$ cat config.mk
export PLATFORM = sky130hd
export DESIGN_NAME = alu_seq_flat
export DESIGN_NICKNAME = d
export VERILOG_FILES = /design/src/rtl/alu_seq_if.sv /design/src/rtl/alu_seq.sv /design/src/flat_wrapper.sv
export SDC_FILE = /design/constraint.sdc
export NUM_CORES = 1
export LEC_CHECK = 0
export CAP_MARGIN = 20
export CORE_MARGIN = 3
export CORE_UTILIZATION = 35
export DETAILED_ROUTE_END_ITERATION = 7
export DONT_BUFFER_PORTS = 1
export GPL_TIMING_DRIVEN = 0
export PLACE_DENSITY = 0.6
export SYNTH_ARGS = -nofsm -noshare
export SYNTH_HDL_FRONTEND = slang
export SYNTH_SLANG_ARGS = --single-unit
$ cat constraint.sdc
create_clock -name Clk -period 5.85 [get_ports Clk]
set_clock_uncertainty 0.15 [all_clocks]
set_input_delay 1.4625 -clock Clk [delete_from_list [all_inputs] [get_ports Clk]]
set_output_delay 1.4625 -clock Clk [all_outputs]
set_load 0.1 [all_outputs]
$ cat src/rtl/alu_seq_if.sv
// Start/Busy/Done request bus between the core and the sequential ALU.
interface alu_seq_if #(
  parameter int unsigned W = 8
);
  logic         Start;
  logic [3:0]   OP;
  logic [W-1:0] InputA;
  logic [W-1:0] InputB;
  logic         Busy;
  logic         Done;
  logic [W-1:0] Out;
  logic [W-1:0] ProdHi;
  logic         CarryFlag;
  logic         Halted;

  modport master (
    output Start, OP, InputA, InputB,
    input  Busy, Done, Out, ProdHi, CarryFlag, Halted
  );

  modport slave (
    input  Start, OP, InputA, InputB,
    output Busy, Done, Out, ProdHi, CarryFlag, Halted
  );
endinterface

$ cat src/rtl/alu_seq.sv
// Clocked ALU with carry register, iterative shifts and shift-add multiply.
module alu_seq #(
  parameter int unsigned W = 8
) (
  input logic       Clk,
  input logic       Reset_n,
  alu_seq_if.slave  bus
);
  localparam int unsigned CW = $clog2(W) + 1;
  localparam logic [W-1:0]  WLim = W[W-1:0];
  localparam logic [CW-1:0] CntW = W[CW-1:0];
  localparam logic [CW-1:0] CntOne = CW'(1);

  typedef enum logic [1:0] {StIdle, StShift, StMul} state_e;

  state_e        state_q, state_d;
  logic [CW-1:0] cnt_q, cnt_d;
  logic [W-1:0]  a_q, a_d;
  logic [W-1:0]  b_q, b_d;
  logic [W-1:0]  hi_q, hi_d;
  logic          dir_q, dir_d;
  logic [W-1:0]  out_q, out_d;
  logic [W-1:0]  ph_q, ph_d;
  logic          carry_q, carry_d;
  logic          halted_q, halted_d;
  logic          done_q, done_d;

  logic [W:0]    add_res;
  logic [W-1:0]  diff;
  logic [W:0]    mul_sum;
  logic [W-1:0]  mul_hi;
  logic [W-1:0]  mul_lo;
  logic [W-1:0]  shift_nxt;

  always_comb begin
    add_res   = {1'b0, bus.InputA} + {1'b0, bus.InputB} + {{W{1'b0}}, carry_q};
    diff      = bus.InputA - bus.InputB;
    // One multiply step: conditionally add A into the high half, then shift {carry,hi,lo} right.
    mul_sum   = {1'b0, hi_q} + ({(W + 1){b_q[0]}} & {1'b0, a_q});
    mul_hi    = mul_sum[W:1];
    mul_lo    = {mul_sum[0], b_q[W-1:1]};
    shift_nxt = dir_q ? (a_q >> 1) : (a_q << 1);
  end

  always_comb begin
    state_d  = state_q;
    cnt_d    = cnt_q;
    a_d      = a_q;
    b_d      = b_q;
    hi_d     = hi_q;
    dir_d    = dir_q;
    out_d    = out_q;
    ph_d     = ph_q;
    carry_d  = carry_q;
    halted_d = halted_q;
    done_d   = 1'b0;

    unique case (state_q)
      StIdle: begin
        if (bus.Start) begin
          done_d = 1'b1;
          unique case (bus.OP)
            4'b0000: {carry_d, out_d} = add_res;
            4'b0001: out_d = diff;
            4'b0010, 4'b0011, 4'b0100, 4'b1100: out_d = bus.InputB;
            4'b0101: out_d = bus.InputA;
            4'b0110: out_d = ~(bus.InputA & bus.InputB);
            4'b0111: out_d = bus.InputA | bus.InputB;
            4'b1000, 4'b1001: begin
              if (bus.InputB == '0) begin
                out_d = bus.InputA;
              end else if (bus.InputB >= WLim) begin
                out_d = '0;
              end else begin
                done_d  = 1'b0;
                state_d = StShift;
                a_d     = bus.InputA;
                dir_d   = bus.OP[0];
                cnt_d   = bus.InputB[CW-1:0];
              end
            end
            4'b1010: carry_d = 1'b0;
            4'b1011: halted_d = 1'b1;
            4'b1101: out_d = {{(W - 1){1'b0}}, diff[W-1]};
            4'b1110: out_d = {{(W - 1){1'b0}}, (bus.InputA == bus.InputB)};
            4'b1111: begin
              done_d  = 1'b0;
              state_d = StMul;
              a_d     = bus.InputA;
              b_d     = bus.InputB;
              hi_d    = '0;
              cnt_d   = CntW;
            end
            default: ;
          endcase
        end
      end
      StShift: begin
        a_d   = shift_nxt;
        cnt_d = cnt_q - CntOne;
        if (cnt_q == CntOne) begin
          out_d   = shift_nxt;
          done_d  = 1'b1;
          state_d = StIdle;
        end
      end
      StMul: begin
        hi_d  = mul_hi;
        b_d   = mul_lo;
        cnt_d = cnt_q - CntOne;
        if (cnt_q == CntOne) begin
          ph_d    = mul_hi;
          out_d   = mul_lo;
          done_d  = 1'b1;
          state_d = StIdle;
        end
      end
      default: state_d = StIdle;
    endcase
  end

  always_ff @(posedge Clk or negedge Reset_n) begin
    if (!Reset_n) begin
      state_q  <= StIdle;
      cnt_q    <= '0;
      a_q      <= '0;
      b_q      <= '0;
      hi_q     <= '0;
      dir_q    <= 1'b0;
      out_q    <= '0;
      ph_q     <= '0;
      carry_q  <= 1'b0;
      halted_q <= 1'b0;
      done_q   <= 1'b0;
    end else begin
      state_q  <= state_d;
      cnt_q    <= cnt_d;
      a_q      <= a_d;
      b_q      <= b_d;
      hi_q     <= hi_d;
      dir_q    <= dir_d;
      out_q    <= out_d;
      ph_q     <= ph_d;
      carry_q  <= carry_d;
      halted_q <= halted_d;
      done_q   <= done_d;
    end
  end

  assign bus.Busy      = (state_q != StIdle);
  assign bus.Done      = done_q;
  assign bus.Out       = out_q;
  assign bus.ProdHi    = ph_q;
  assign bus.CarryFlag = carry_q;
  assign bus.Halted    = halted_q;
endmodule

$ cat src/flat_wrapper.sv
// flat-port wrapper written by rule: the top's interface ports become plain ports
module alu_seq_flat 
#(
  parameter int unsigned W = 8
)
  (Clk, Reset_n, bus_Start, bus_OP, bus_InputA, bus_InputB, bus_Busy, bus_Done, bus_Out, bus_ProdHi, bus_CarryFlag, bus_Halted);
  alu_seq_if #(.W(W)) bus_i ();
  input logic Clk;
  input logic Reset_n;
  input wire logic [$bits(bus_i.Start)-1:0] bus_Start;
  input wire logic [$bits(bus_i.OP)-1:0] bus_OP;
  input wire logic [$bits(bus_i.InputA)-1:0] bus_InputA;
  input wire logic [$bits(bus_i.InputB)-1:0] bus_InputB;
  output wire logic [$bits(bus_i.Busy)-1:0] bus_Busy;
  output wire logic [$bits(bus_i.Done)-1:0] bus_Done;
  output wire logic [$bits(bus_i.Out)-1:0] bus_Out;
  output wire logic [$bits(bus_i.ProdHi)-1:0] bus_ProdHi;
  output wire logic [$bits(bus_i.CarryFlag)-1:0] bus_CarryFlag;
  output wire logic [$bits(bus_i.Halted)-1:0] bus_Halted;
  assign bus_i.Start = bus_Start;
  assign bus_i.OP = bus_OP;
  assign bus_i.InputA = bus_InputA;
  assign bus_i.InputB = bus_InputB;
  assign bus_Busy = bus_i.Busy;
  assign bus_Done = bus_i.Done;
  assign bus_Out = bus_i.Out;
  assign bus_ProdHi = bus_i.ProdHi;
  assign bus_CarryFlag = bus_i.CarryFlag;
  assign bus_Halted = bus_i.Halted;
  alu_seq #(.W(W)) u_core (.Clk(Clk), .Reset_n(Reset_n), .bus(bus_i));
endmodule
==> impl_metrics.tcl <==
set metrics [dict create \
    grt_use_total_pct 19.0 \
    grt_overflow 0 \
    ir_drop_mv 0.142 \
    leakage_nw 2.04 \
    fmax_mhz 281 \
    met1_usage_pct 24.4 \
    synthToLayoutAreaGrowth_pct 7.39 \
    grt_pass1_vias 3773 \
    criticalPathCategory "in2reg" \
    cts_root_buffer "clkbuf_16" \
    met3_usage_pct 4.30 \
    timing.final.max_slew_violations 0 \
    use_met2_pct 32.4 \
    synthTopCellsByArea "dfrtp_1 29%, ha_1 11%, nand2_1 5.9%" \
    period_minus_slack_ps 3550 \
    core_um2 11700 \
    wl_per_cell_um 18.7 \
    ys_ff_latch 50 \
    grt_max_degree 51 \
    cp-end-kind "flip-flop" \
    crit_chain "inv_1 -> ha_1 -> clkbuf_1 -> or3_1 -> nand2b_1 -> o21ai_0 -> mux2_2 -> a211oi_1 -> o311ai_1" \
    synth_top_area_share_pct 29.5 \
    row_count 39 \
    drtIter0Drc 252 \
    top_usage_layer "met2" \
    io_pins 43 \
    async_reset_ff_share_pct 100 \
    synth_area_um2 4250 \
    die_area_um2 13500 \
    worstSetupStartpointType "input port" \
    routed_via_density 5.73 \
    final_net_count 589 \
    yosys_warnings 0 \
    cap_violations 0 \
    synthFlopType "dfrtp_1" \
    cts_hold_buf 0 \
    clk_latency_ps 280 \
    ant_nets 0 \
    worst_pin_slew_ps 1010 \
    slew_headroom_pct 33.0 \
    status "finished, final reports clean" \
    cp_max_fo 9 \
    pre_cts_slack_ps 2000 \
    hold_viol_final 0 \
    stdcell_area_um2 4560 \
    dieWidth_um 116 \
    cts_tree "done" \
    gp_congestion 0.911 \
    slowest_delay_ps 410 \
    finalSetupViolations 0 \
    cts_buffers 5 \
    final_layout_size_suffix_gt1_share_pct 6.29 \
    seq_area_frac_synth_pct 29.5 \
    htreeDepth 2 \
    cts-resized-gates 0 \
    crit_path_top_delay_cell "or3_1" \
    nFillCells 1199 \
    syn_area_per_cell_um2 8.20 \
    portBuffers 0 \
    arrival_ps 3570 \
    placed_cell_area_um2 4430 \
    post_cts_buffers 0 \
    initial_utilization_pct 36.4 \
    cts.sinks 50 \
    finalCritPeriodShare_pct 60.8 \
    cp-startpoint "bus_InputB[3]" \
    reg2reg_from "u_core.bus.CarryFlag$_DFFE_PN0P_" \
    synth_nets 582 \
    synth-edff-count 0 \
    grt_setup_unrepaired "false" \
    tns_ps 0 \
    cts_buffer_depth 2 \
    syn_inst 518 \
    antenna-diode-count 0 \
    worstHoldStart "u_core.hi_q[0]$_DFFE_PN0P_" \
    yosys.area.top_type "dfrtp_1" \
    wirelength_mm 12.5 \
    cts.clk_slew.worst_paths_ps 70 \
    vias 3825 \
    cp_data_required_time_ps 5860 \
    grt_pass1_wl_mm 20.3 \
    ys_types 66 \
    antenna_found_initial 0 \
    die_h_um 116 \
    drtPass1Iterations 5 \
    drcViolationCount 0 \
    worst_slack_ps 2300 \
    dp_hpwl_mm 9.89 \
    powerDensity_nw_per_um2 468 \
    hp-class "reg2reg" \
]
[where the power goes]
group	switching (W)	internal (W)	leakage (nW)	total [W]
logic	0.000552	0.000363	1.35	0.000915
registers	0.000469	0.000474	0.625	0.000943
clock network	0.000124	0.000155	0.0694	0.000278
total	0.00114	0.000991	2.04	0.00214
[state kept, by name (all words and copies together), names as in the netlist]
signal,flops
u_core.a_q,8
u_core.bus.CarryFlag,1
u_core.bus.Done,1
u_core.bus.Halted,1
u_core.b_q,8
u_core.hi_q,8
u_core.bus.ProdHi,8
u_core.state_q,2
u_core.bus.Out,8
u_core.dir_q,1
u_core.cnt_q,4
[worst paths after layout]
path                                            endpoint  slack, ps  depth (start not counted)
setup reg to reg           u_core.bus.Out[1]$_DFFE_PN0P_       2470                          8
setup / recovery           u_core.bus.Out[6]$_DFFE_PN0P_       2300                          9
min in group asynchronous  u_core.state_q[0]$_DFFE_PN0P_        720                          0
hold / removal                u_core.hi_q[0]$_DFFE_PN0P_        340                          2
hold reg to reg               u_core.hi_q[0]$_DFFE_PN0P_        340                          2
max in group asynchronous      u_core.b_q[4]$_DFFE_PN0P_       4730                          0
[cells by family after synthesis]
family	Yosys count	share of synthesized area, %
DFF	50	29.5
AOI/OAI and AO/OA	149	23.2
and+or+nand+nor	182	20.1
xor gates and xnor gates	12	2.47
adders and majority gates	41	12.8
muxes	25	6.36
buffers and inverters	59	5.66
[stage by stage]
stage / power (W) / hold WS [ps] / cells / utilization (%)
after detailed placement: 0.00186 / 328 / 661 / 38.0
after floorplan: 0.00162 / 305 / 518 / -
after global routing: 0.00229 / 372 / 668 / 39.1
after global placement: 0.00184 / 318 / 661 / 38.0
final: 0.00214 / 339 / 668 / 39.1
after CTS: 0.00214 / 342 / 668 / 39.1
[cell usage in the layout (no fill, tap or decap), types with 6 or more instances in the layout]
master     n
o21ai_1   12
buf_2      6
and2_1    10
nand2_1   67
a31oi_1   10
a21o_1     7
nand3_1   13
clkbuf_1  15
nor2b_1   10
nor2_1    48
a21oi_1   26
ha_1      37
dfrtp_1   50
o21ai_0   36
inv_1     34
mux2i_1   18
xor2_1     7
a22o_1     6
[worst max-delay path: cells and delay by family]
family	cells	cell delay (ps)
AOI/OAI and AO/OA	3	570
adders and majority gates	1	320
buffers and inverters	2	260
muxes	1	380
and+or+nand+nor	2	570
[cells in the mapped netlist (5+ instances only)]
library cell  count
a211oi_1          5
a21o_1            7
a21oi_1          26
a22o_1            6
a31oi_1          10
and2_1           10
buf_2             6
clkbuf_1         15
dfrtp_1          50
ha_1             37
inv_1            34
mux2i_1          18
nand2_1          67
nand3_1          13
nor2_1           48
nor2b_1          10
nor3_1            5
o21ai_0          36
o21ai_1          12
o31ai_1           5
xnor2_1           5
xor2_1            7
[routing by layer]
metal  up-vias  part of all wire, %
met2       135                   49
met3        17                  7.2
met4         0                  1.7
met5         -                    0
met1      1828                   42
li1       1845                    -
[cell type report]
class                      instances  area (µm²)  area share [%]
buffer                            24         109            2.39
clock buffer                       5         125            2.74
clock inverter                     2        10.0           0.219
inverter                          35         131            2.88
multi-input combinational        409        2760            60.4
sequential                        50        1250            27.4
tap                              143         179            3.92
No activity file was read; power rests on OpenSTA's default activity.
